[config.mk]
export PLATFORM = sky130hd
export DESIGN_NAME = uart_rx_char_queue
export DESIGN_NICKNAME = d
export VERILOG_FILES = /design/src/rtl/uart_rx_char_queue.sv
export SDC_FILE = /design/constraint.sdc
export NUM_CORES = 1
export LEC_CHECK = 0
export CAP_MARGIN = 30
export CORE_MARGIN = 2
export CORE_UTILIZATION = 60
export CTS_BUF_LIST = sky130_fd_sc_hd__clkbuf_16
export DETAILED_ROUTE_END_ITERATION = 8
export GPL_TIMING_DRIVEN = 0
export PLACE_DENSITY = 0.84
export SYNTH_ARGS = -nofsm -noshare
export SYNTH_HDL_FRONTEND = slang
export SYNTH_SLANG_ARGS = --single-unit
[constraint.sdc]
create_clock -name CLK_50MHz -period 4.02 [get_ports CLK_50MHz]
set_clock_uncertainty 0.15 [all_clocks]
set_input_delay 0.402 -clock CLK_50MHz [delete_from_list [all_inputs] [get_ports CLK_50MHz]]
set_output_delay 0.402 -clock CLK_50MHz [all_outputs]
set_load 0.03 [all_outputs]
[src/rtl/uart_rx_char_queue.sv]
// ---------------------------------------------------------------------------
// uart_rx_char_queue
//
// Receive-side character queue that sits between the UART receiver and the
// text driver. Every received byte is captured on its valid strobe into a
// small FIFO. A four-state dequeue FSM (IDLE, LOAD, WRITE, HOLD) hands the
// characters to the text driver one at a time. After each write strobe it
// inserts GAP idle cycles so the driver's framebuffer update always has time
// to finish.
//
// Parameters:
//   DEPTH     FIFO entries, power of two, 4..256
//   GAP       idle cycles inserted after each CHAR_WE pulse, 0..65535
//
// Ports:
//   CLK_50MHz  in   sole clock, rising edge
//   RESET      in   synchronous active-high reset
//   RX_DATA    in   received byte, sampled when RX_VALID=1
//   RX_VALID   in   one-cycle receive strobe (already synchronous)
//   BUSY       in   text driver busy; holds the FSM in IDLE
//   OVF_CLR    in   clears OVERFLOW
//   CHAR       out  character to the text driver (held between strobes)
//   CHAR_WE    out  one-cycle write strobe for CHAR
//   COUNT      out  number of entries held, 0..DEPTH
//   EMPTY      out  COUNT == 0
//   FULL       out  COUNT == DEPTH
//   OVERFLOW   out  sticky, set when a byte is dropped
//
// Optional feature, macro RX_CTRL_MAP_EN:
//   When this macro is defined, bytes are mapped at enqueue: CR becomes LF,
//   DEL becomes BS, and NUL is discarded without affecting OVERFLOW.
//   When it is undefined, bytes are stored unmodified.
// ---------------------------------------------------------------------------
module uart_rx_char_queue #(
  parameter int DEPTH = 16,
  parameter int GAP   = 64
) (
  input  logic                     CLK_50MHz,
  input  logic                     RESET,
  input  logic [7:0]               RX_DATA,
  input  logic                     RX_VALID,
  input  logic                     BUSY,
  input  logic                     OVF_CLR,
  output logic [7:0]               CHAR,
  output logic                     CHAR_WE,
  output logic [$clog2(DEPTH):0]   COUNT,
  output logic                     EMPTY,
  output logic                     FULL,
  output logic                     OVERFLOW
);

  localparam int PtrW = $clog2(DEPTH);
  localparam int CntW = PtrW + 1;
  localparam logic [CntW-1:0] DepthVal = CntW'(DEPTH);
  localparam logic [15:0]     GapVal   = 16'(GAP);

  typedef enum logic [1:0] {
    IDLE,
    LOAD,
    WRITE,
    HOLD
  } state_e;

  state_e          state_q, state_d;
  logic [15:0]     gap_q, gap_d;
  logic [7:0]      char_q, char_d;
  logic [PtrW-1:0] wrPtr_q, wrPtr_d;
  logic [PtrW-1:0] rdPtr_q, rdPtr_d;
  logic [CntW-1:0] count_q, count_d;
  logic            ovf_q, ovf_d;
  logic [7:0]      mem_q [DEPTH];

  logic [7:0]      mapData;
  logic            mapKeep;
  logic            isFull;
  logic            isEmpty;
  logic            push;
  logic            drop;
  logic            pop;

  assign isFull  = (count_q == DepthVal);
  assign isEmpty = (count_q == '0);

  // Optional control-character translation applied before the byte is
  // stored. mapKeep=0 makes the byte vanish entirely, so a discarded NUL
  // can never count as an overflow drop.
  always_comb begin
    mapData = RX_DATA;
    mapKeep = 1'b1;
`ifdef RX_CTRL_MAP_EN
    case (RX_DATA)
      8'h0D:   mapData = 8'h0A;
      8'h7F:   mapData = 8'h08;
      8'h00:   mapKeep = 1'b0;
      default: mapData = RX_DATA;
    endcase
`endif
  end

  // FULL is taken from the registered count, i.e. before any pop in the
  // same cycle. A pop in that cycle therefore cannot rescue a byte that
  // arrives while the queue is full.
  assign push = RX_VALID & mapKeep & ~isFull;
  assign drop = RX_VALID & mapKeep & isFull;

  // Dequeue FSM next-state logic and the datapath updates it controls.
  always_comb begin
    state_d = state_q;
    gap_d   = gap_q;
    char_d  = char_q;
    pop     = 1'b0;
    CHAR_WE = 1'b0;
    case (state_q)
      IDLE: begin
        if (!isEmpty && !BUSY) begin
          state_d = LOAD;
        end
      end
      LOAD: begin
        pop     = 1'b1;
        char_d  = mem_q[rdPtr_q];
        state_d = WRITE;
      end
      WRITE: begin
        CHAR_WE = 1'b1;
        gap_d   = GapVal;
        state_d = (GapVal == 16'd0) ? IDLE : HOLD;
      end
      HOLD: begin
        // The counter holds GAP on entry, so IDLE follows after exactly
        // GAP cycles in HOLD.
        gap_d = gap_q - 16'd1;
        if (gap_q <= 16'd1) begin
          state_d = IDLE;
        end
      end
      default: state_d = IDLE;
    endcase
  end

  // Pointer and count bookkeeping. The pointers wrap naturally because DEPTH
  // is a power of two. The count is kept on its own rather than derived
  // from the pointers, which lets it tell a full queue from an empty one.
  always_comb begin
    wrPtr_d = push ? (wrPtr_q + PtrW'(1)) : wrPtr_q;
    rdPtr_d = pop  ? (rdPtr_q + PtrW'(1)) : rdPtr_q;
    count_d = count_q;
    case ({push, pop})
      2'b10:   count_d = count_q + CntW'(1);
      2'b01:   count_d = count_q - CntW'(1);
      default: count_d = count_q;
    endcase
    // A drop takes priority over a clear in the same cycle.
    if (drop) begin
      ovf_d = 1'b1;
    end else if (OVF_CLR) begin
      ovf_d = 1'b0;
    end else begin
      ovf_d = ovf_q;
    end
  end

  // Control and status registers, flushed by the synchronous reset.
  always_ff @(posedge CLK_50MHz) begin
    if (RESET) begin
      state_q <= IDLE;
      gap_q   <= '0;
      char_q  <= '0;
      wrPtr_q <= '0;
      rdPtr_q <= '0;
      count_q <= '0;
      ovf_q   <= 1'b0;
    end else begin
      state_q <= state_d;
      gap_q   <= gap_d;
      char_q  <= char_d;
      wrPtr_q <= wrPtr_d;
      rdPtr_q <= rdPtr_d;
      count_q <= count_d;
      ovf_q   <= ovf_d;
    end
  end

  // Storage array. It has no reset because stale contents are never read:
  // the count gates every read.
  always_ff @(posedge CLK_50MHz) begin
    if (push) begin
      mem_q[wrPtr_q] <= mapData;
    end
  end

  assign CHAR     = char_q;
  assign COUNT    = count_q;
  assign EMPTY    = isEmpty;
  assign FULL     = isFull;
  assign OVERFLOW = ovf_q;

endmodule

==> results.json, run 1 <==
{
  "status": "complete, no violations",
  "r2r_cells": 12,
  "fp.dieArea_um2": 12700,
  "slew-limit-headroom_pct": 28.1,
  "powerDensity_nw_per_um2": 584,
  "maxSlewViolCount": 0,
  "synth_top_area_share_pct": 54.3,
  "die_height_um": 113,
  "dr.pass1.iters": 5,
  "synth_edf_count": 128,
  "syn_nets": 505,
  "num_rows": 39,
  "postCtsSetupBuffers": 0,
  "finalSetupViolCount": 0,
  "clockRootBuffer": "clkbuf_16",
  "cp_max_fo": 10,
  "period_needed_ps": 3430,
  "holdCritStartpoint": "gap_q[15]$_SDFFE_PP0P_",
  "ys_async_sr_fraction_pct": 0,
  "clkSlewWorstSetupHoldPaths_ps": 60,
  "crit_type": "flip-flop to flip-flop",
  "antenna_found_initial": 0,
  "layout-drive-gt1-share_pct": 18.7,
  "drc": 0,
  "critical_path_required_ps": 4190,
  "synth_top_cells_by_count": "edfxtp_1 (128), nor2_1 (45), mux2_2 (43)",
  "r2r_start": "COUNT[2]$_SDFFE_PP0P_",
  "multi_input_area_um2": 2290,
  "overflow": 0,
  "yosys_warnings": 0,
  "synthTopCellsByArea": "edfxtp_1 (54%), dfxtp_1 (11%), mux2_2 (6.8%)",
  "maxCapViolCount": 0,
  "ys_seq_elements": 168,
  "gp_congestion": 0.803,
  "avgSynthCellArea_um2": 14.8,
  "wire_per_inst_um": 21.4,
  "p_leak_nw": 2.69,
  "ys_seq_area_share_pct": 65.6,
  "ys.flop_type": "edfxtp_1",
  "max_freq_mhz": 292,
  "postRouteAntennaNets": 0,
  "whs_path_depth": 2,
  "netlist_area_um2": 7080,
  "drt-total-wl_mm": 14.7,
  "hold_path.class": "flip-flop to flip-flop",
  "tightest_slew_ps": 1080,
  "syn_to_final_growth_pct": 14.2,
  "synth_top_cell_by_area": "edfxtp_1",
  "grt_pass1_vias": 4392,
  "core_area_um2": 11500,
  "hold_end": "gap_q[15]$_SDFFE_PP0P_",
  "grt_max_degree": 17,
  "cts_buffer_depth": 2,
  "start_kind": "flip-flop",
  "yosys.cell_types.count": 52,
  "setup_tns_ps": 0,
  "cts_resized": 0,
  "cts_inserted_buffers": 17,
  "setup.worst_path.end_class": "flip-flop",
  "io_buffers": 28,
  "fin_crit_sh_pct": 85.2,
  "nFillCells": 739,
  "grt_pass1_wl_mm": 23.3,
  "seq_area_um2": 4640,
  "dr.first_iter.drc_count": 438,
  "slowest_stage": "a21boi_1",
  "cts_sinks": 168,
  "cts_tree": "done",
  "grt_usage_pct": 24.5,
  "rsz0062_at_grt": "no",
  "cts-htree-levels": 4,
  "dr_total_vias": 4277,
  "critPathArrivalTime_ps": 3590,
  "post-dp-hpwl_mm": 9.62,
  "r2r_slack_ps": 590,
  "syn_inst": 477,
  "nets": 556,
  "fin_util_pct": 70.5,
  "max_stage_delay_ps": 500,
  "die_x_um": 113,
  "io_pins": 30,
  "diodes": 0,
  "ir_drop_mv": 0.435,
  "clk_latency_ps": 430,
  "start_util_pct": 61.7,
  "path_cells": "clkbuf_1 > nor4_1 > a21boi_1 > inv_1 > ha_1 > clkbuf_1 > xor2_1 > ha_1 > a21oi_1 > a22oi_1 > a31oi_1 > mux2_2",
  "vias_per_cell": 6.25,
  "hold_viol_final": 0,
  "cts_hold_buf": 0,
  "post-synth-top-count-cell": "edfxtp_1",
  "r2r-end": "COUNT[4]$_SDFFE_PP0P_"
}
## layout by cell type (no fill, tap or decap), types with 5 or more instances in the layout
cell type        Yosys  routed
nand2b_1             5       5
o211ai_1             5       5
buf_2                3       6
a31oi_1              5       5
inv_1               11      16
mux4_2              16      16
o22ai_1             17      17
ha_1                15      15
nor3_1              16      16
clkdlybuf4s50_1      0      28
a21oi_1              7       7
clkbuf_1            15      15
dfxtp_1             40      40
nor2_1              45      45
buf_1                6       6
xor2_1               7       7
clkbuf_16            0      17
mux2i_1              7       7
nand2_1             12      12
a221o_1              8       8
edfxtp_1           128     128
mux2_2              43      43
## through the flow
stage | cell area, um^2 | setup slack (ps) | power (mW) | hold WS [ps] | cells
5_1_grt | 8080 | 243 | 4.93 | 347 | 684
3_5_place_dp | 7560 | 416 | 3.29 | 316 | 652
2_1_floorplan | 7080 | 837 | 2.92 | 285 | 477
6_report | 8080 | 594 | 4.72 | 329 | 684
3_3_place_gp | 7530 | 539 | 3.23 | 299 | 648
4_1_cts | 8080 | 577 | 4.73 | 324 | 684
## metal layers
metal / global-route usage, % / part of all wire, % / up-vias
met1: 32.9 / 43 / 2137
met3: 5.45 / 6.0 / 22
met2: 39.2 / 49 / 158
met4: 10.2 / 1.9 / 0
met5: 0 / 0 / -
li1: - / - / 1960
## registers in the layout, summed over array words and instances (netlist names)
name and count:
COUNT 5, mem_q 128, wrPtr_q 4, gap_q 16, state_q 2, rdPtr_q 4, CHAR 8, OVERFLOW 1
## cell type report
| class | count | share of cell area, % |
|---|---|---|
| clock buffers | 17 | 5.26 |
| inverters | 11 | 0.511 |
| well taps | 143 | 2.21 |
| clock inverters | 15 | 1.22 |
| multi-input cells | 273 | 28.3 |
| plain buffers | 25 | 1.25 |
| flip-flops and latches | 168 | 57.5 |
| repair buffers | 32 | 3.75 |
## report_power, final
part,internal [mW],switching (mW),leakage [nW],total (mW)
clock network,0.828,0.621,0.269,1.45
registers,1.99,0.105,1.48,2.10
logic,0.500,0.676,0.942,1.18
## how the worst max path moves through the flow
| stage | depth (start not counted) | slack [ps] | end | from |
|---|---|---|---|---|
| 2_1_floorplan | 12 | 840 | COUNT[4]$_SDFFE_PP0P_ | COUNT[2]$_SDFFE_PP0P_ |
| 3_3_place_gp | 11 | 540 | COUNT[4]$_SDFFE_PP0P_ | RX_VALID |
| 3_5_place_dp | 11 | 420 | COUNT[4]$_SDFFE_PP0P_ | RX_VALID |
| 4_1_cts | 12 | 580 | COUNT[4]$_SDFFE_PP0P_ | COUNT[2]$_SDFFE_PP0P_ |
| 5_1_grt | 12 | 240 | COUNT[4]$_SDFFE_PP0P_ | COUNT[2]$_SDFFE_PP0P_ |
| 6_report | 12 | 590 | COUNT[4]$_SDFFE_PP0P_ | COUNT[2]$_SDFFE_PP0P_ |
## worst max-delay path, delay by kind of cell (launching register included)
kind / cells / cell delay [ps]
AND/OR/NAND/NOR: 1 / 130
adder cells (fa/ha/maj): 2 / 430
AO/OA/AOI/OAI: 4 / 1070
multiplexers: 1 / 360
XOR/XNOR: 1 / 180
buffers and inverters: 3 / 650
flip-flops: 1 / 340
## kinds of logic after synthesis
family / after synthesis / share of synthesized area (%)
buffers and inverters: 36 / 2.02
AND/OR/NAND/NOR: 116 / 8.66
AO/OA/AOI/OAI: 66 / 6.86
XOR/XNOR: 10 / 1.24
multiplexers: 66 / 12.9
adder cells (fa/ha/maj): 15 / 2.65
flip-flops: 168 / 65.6
Power figures use the tool's default switching activity.
==> run 2, diff against run 1 <==
Settings changed: RECOVER_POWER set to 100.
==> run 2 against run 1 <==
First-iteration DRC count rose by 8.7%. Clock power barely moved. Final cell count did not move. Die area did not move. Via count rose by 0.23%. Count of clock-buffer cells in the layout did not move. Register-to-register slack barely moved. Total power fell by 0.78%. Combinational power fell by 3%. Sequential share of layout area rose by 0.20 points. Critical endpoint unchanged. Largest cell class unchanged. Largest power group unchanged.
==> results.json, run 2 (synthesis gave the netlist of run 1 again) <==
{
  "status": "complete, no violations",
  "setup_tns_ps": 0,
  "start_util_pct": 61.7,
  "cts_buffer_depth": 2,
  "hold_path.class": "flip-flop to flip-flop",
  "critical_path_required_ps": 4190,
  "num_rows": 39,
  "cts_sinks": 168,
  "drt-total-wl_mm": 14.6,
  "cp-startpoint": "COUNT[2]$_SDFFE_PP0P_",
  "powerDensity_nw_per_um2": 582,
  "dr_total_vias": 4287,
  "tightest_slew_ps": 1090,
  "fp.dieArea_um2": 12700,
  "overflow": 0,
  "io_buffers": 28,
  "layout-drive-gt1-share_pct": 17.4,
  "hold_viol_final": 0,
  "setup.worst_path.end_class": "flip-flop",
  "p_total_mw": 4.69,
  "largest_reg_flops": 128,
  "final_cell_mix": "edfxtp_1 (128), nor2_1 (45), mux2_2 (43)",
  "fin_crit_sh_pct": 85.2,
  "crit_type": "flip-flop to flip-flop",
  "post-dp-hpwl_mm": 9.62,
  "seq_area_um2": 4640,
  "final_common_cell": "edfxtp_1",
  "dr.pass1.iters": 5,
  "postCtsSetupBuffers": 0,
  "antenna_found_initial": 0,
  "cts_tree": "done",
  "start_kind": "flip-flop",
  "clk_latency_ps": 430,
  "cts_inserted_buffers": 17,
  "slowest_stage": "a21boi_1",
  "wire_per_inst_um": 21.4,
  "diodes": 0,
  "ir_drop_mv": 0.416,
  "gp_congestion": 0.803,
  "holdCritStartpoint": "gap_q[15]$_SDFFE_PP0P_",
  "clkSlewWorstSetupHoldPaths_ps": 60,
  "syn_to_final_growth_pct": 13.8,
  "io_pins": 30,
  "cts_resized": 0,
  "grt_pass1_vias": 4392,
  "grt_pass1_wl_mm": 23.3,
  "maxCapViolCount": 0,
  "die_x_um": 113,
  "dr.first_iter.drc_count": 476,
  "largest-register": "mem_q",
  "nFillCells": 745,
  "r2r_start": "COUNT[2]$_SDFFE_PP0P_",
  "die_height_um": 113,
  "path_cells": "clkbuf_1 > nor4_1 > a21boi_1 > inv_1 > ha_1 > clkbuf_1 > xor2_1 > ha_1 > a21oi_1 > a22oi_1 > a31oi_1 > mux2_2",
  "core_area_um2": 11500,
  "max_stage_delay_ps": 500,
  "max_freq_mhz": 292,
  "grt_usage_pct": 24.5,
  "nets": 556,
  "rsz0062_at_grt": "no",
  "postRouteAntennaNets": 0,
  "clockRootBuffer": "clkbuf_16",
  "cp_max_fo": 10,
  "drc": 0,
  "holdWs_ps": 328,
  "cts_hold_buf": 0,
  "cts-htree-levels": 4,
  "crit_buf_inv": 3,
  "vias_per_cell": 6.27,
  "critPathTopFamily": "compound AO/OA/AOI/OAI gates",
  "period_needed_ps": 3420,
  "p_leak_nw": 2.72,
  "maxSlewViolCount": 0,
  "grt_max_degree": 17,
  "critPathArrivalTime_ps": 3590,
  "slew-limit-headroom_pct": 27.2,
  "multi_input_area_um2": 2270,
  "finalSetupViolCount": 0
}
-- run 2: worst paths after layout --
kind	to	slack [ps]	depth (start not counted)
worst max-delay path	COUNT[4]$_SDFFE_PP0P_	600	12
worst min-delay path	gap_q[15]$_SDFFE_PP0P_	330	2
worst max register to register	COUNT[4]$_SDFFE_PP0P_	600	12
worst min register to register	gap_q[15]$_SDFFE_PP0P_	330	2
-- run 2: per-layer routing --
metal | part of all wire [%] | track usage [%] | vias to the layer above
li1 | - | - | 1963
met1 | 43 | 32.9 | 2144
met2 | 49 | 39.2 | 157
met3 | 5.6 | 5.45 | 23
met4 | 2.0 | 10.2 | 0
met5 | 0 | 0 | -
-- run 2: tightest hold or removal path, delay by kind of cell (launching register included) --
kind,cells,cell delay [ps]
DFF,1,320
and+or+nand+nor,1,60
muxes,1,50
-- run 2: layout make-up --
class | instances | share of cell area [%]
repair buffers | 32 | 3.67
clock buffers | 17 | 5.28
inverters | 11 | 0.513
well taps | 143 | 2.22
clock inverters | 15 | 1.23
flip-flops and latches | 168 | 57.7
plain buffers | 25 | 1.26
multi-input cells | 273 | 28.2
-- run 2: through the flow --
stage               utilization, %  setup slack [ps]  cell area (um^2)  std cells
floorplan                        -               837              7080        477
global placement              65.7               539              7530        648
detailed placement            65.9               416              7560        652
CTS                           70.5               577              8080        684
global route                  70.2               248              8050        684
finish                        70.2               596              8050        684
-- run 2: power by group --
part,total (mW),internal (mW),switching [mW]
clock,1.45,0.828,0.623
combinational,1.14,0.468,0.674
sequential,2.09,1.99,0.0994
==> run 3, diff against run 2 <==
Settings changed: CORE_MARGIN 2 to 8, PLACE_DENSITY 0.84 to 0.85.
==> run 3 against run 2 <==
Cell area is 0.34% higher. Sequential power hardly changed. Sequential share of layout area is 0.20 points lower. Via count is 0.65% lower.
==> results.json, run 3 (synthesis gave the netlist of run 1 again) <==
{
  "status": "complete, no violations",
  "gp_congestion": 0.801,
  "dr_total_vias": 4259,
  "io_buffers": 28,
  "tightest_slew_ps": 979,
  "layout-drive-gt1-share_pct": 17.7,
  "cts_inserted_buffers": 17,
  "clkSlewWorstSetupHoldPaths_ps": 70,
  "powerDensity_nw_per_um2": 588,
  "cts_resized": 0,
  "max_stage_delay_ps": 450,
  "slew-limit-headroom_pct": 34.6,
  "cts_buffer_depth": 2,
  "drt-total-wl_mm": 14.5,
  "critPathArrivalTime_ps": 3550,
  "clk_latency_ps": 420,
  "slowest_stage": "a21boi_1",
  "dr.pass1.iters": 6,
  "num_rows": 39,
  "cp_max_fo": 10,
  "final_common_cell": "edfxtp_1",
  "setup.worst_path.end_class": "flip-flop",
  "grt_pass1_vias": 4300,
  "largest_reg_flops": 128,
  "cts_sinks": 168,
  "postRouteAntennaNets": 0,
  "fin_crit_sh_pct": 84.3,
  "overflow": 0,
  "largest-register": "mem_q",
  "nets": 556,
  "antenna_found_initial": 0,
  "period_needed_ps": 3390,
  "start_kind": "flip-flop",
  "fp.dieArea_um2": 15500,
  "maxSlewViolCount": 0,
  "start_util_pct": 61.7,
  "p_leak_nw": 2.73,
  "fin_area_um2": 8080,
  "grt_pass1_wl_mm": 23.2,
  "die_height_um": 125,
  "io_pins": 30,
  "path_cells": "clkbuf_1 > nor4_1 > a21boi_1 > inv_1 > ha_1 > clkbuf_1 > xor2_1 > ha_1 > a21oi_1 > a22oi_1 > a31oi_1 > mux2_2",
  "cts_tree": "done",
  "setup_tns_ps": 0,
  "core_area_um2": 11500,
  "syn_to_final_growth_pct": 14.2,
  "critical_path_required_ps": 4190,
  "max_freq_mhz": 295,
  "post-dp-hpwl_mm": 9.77,
  "final_cell_mix": "edfxtp_1 (128), nor2_1 (45), mux2_2 (43)",
  "maxCapViolCount": 0,
  "hold_viol_final": 0,
  "cts_hold_buf": 0,
  "ir_drop_mv": 0.380,
  "p_total_mw": 4.75,
  "finalSetupViolCount": 0,
  "grt_max_degree": 17,
  "vias_per_cell": 6.23,
  "dr.first_iter.drc_count": 414,
  "nFillCells": 734,
  "crit_type": "flip-flop to flip-flop",
  "postCtsSetupBuffers": 0,
  "wire_per_inst_um": 21.2,
  "cts-htree-levels": 4,
  "grt_usage_pct": 19.2,
  "diodes": 0,
  "drc": 0,
  "die_x_um": 125,
  "rsz0062_at_grt": "no",
  "placed_area_um2": 7550,
  "clockRootBuffer": "clkbuf_16",
  "hold_path.class": "flip-flop to flip-flop"
}
-- run 3: cell count changes in the layout (fill, tap and decap cells not counted), sizes merged --
cell | previous run | this run
clkinv | 6 | 5
bufinv | 1 | 2
-- run 3: final cells by class --
| type | instances | area (um^2) | share of cell area [%] |
|---|---|---|---|
| Inverter | 11 | 41.3 | 0.511 |
| Tap cell | 143 | 179 | 2.21 |
| Multi-Input combinational cell | 273 | 2270 | 28.1 |
| Buffer | 25 | 101 | 1.25 |
| Sequential cell | 168 | 4640 | 57.5 |
| Clock inverter | 15 | 126 | 1.56 |
| Clock buffer | 17 | 425 | 5.26 |
| Timing Repair Buffer | 32 | 295 | 3.65 |
-- run 3: final timing paths --
| path | slack [ps] | depth (start not counted) | endpoint | startpoint |
|---|---|---|---|---|
| setup / recovery | 630 | 12 | COUNT[4]$_SDFFE_PP0P_ | COUNT[2]$_SDFFE_PP0P_ |
| hold / removal | 320 | 1 | gap_q[12]$_SDFFE_PP0P_ | gap_q[12]$_SDFFE_PP0P_ |
| setup reg to reg | 630 | 12 | COUNT[4]$_SDFFE_PP0P_ | COUNT[2]$_SDFFE_PP0P_ |
| hold reg to reg | 320 | 1 | gap_q[12]$_SDFFE_PP0P_ | gap_q[12]$_SDFFE_PP0P_ |
-- run 3: worst max-delay path, delay by kind of cell, from the launching register on --
family,cells,cell delay [ps]
compound gates,4,1060
xor+xnor,1,180
fa+ha+maj,2,420
buf+inv,3,640
flops,1,350
mux,1,350
simple gates,1,130
-- run 3: metrics by stage --
stage	setup WS (ps)	util (%)	hold WS, ps	instances
finish	631	70.5	318	684
global route	301	70.5	348	684
CTS	632	70.7	321	684
detailed placement	440	65.9	312	652
global placement	557	65.7	299	648
floorplan	837	-	285	477
-- run 3: metal layers --
layer	vias up	global-route usage (%)	share of wire (%)
li1	1962	-	-
met1	2108	24.0	43
met2	167	30.1	48
met3	22	5.19	7.0
met4	0	10.1	2.3
met5	-	0	0
-- run 3: power breakdown --
group | leakage [nW] | internal [mW] | total (mW) | switching [mW]
logic | 0.968 | 0.468 | 1.14 | 0.672
registers | 1.48 | 1.99 | 2.09 | 0.0976
clock network | 0.284 | 0.895 | 1.52 | 0.629
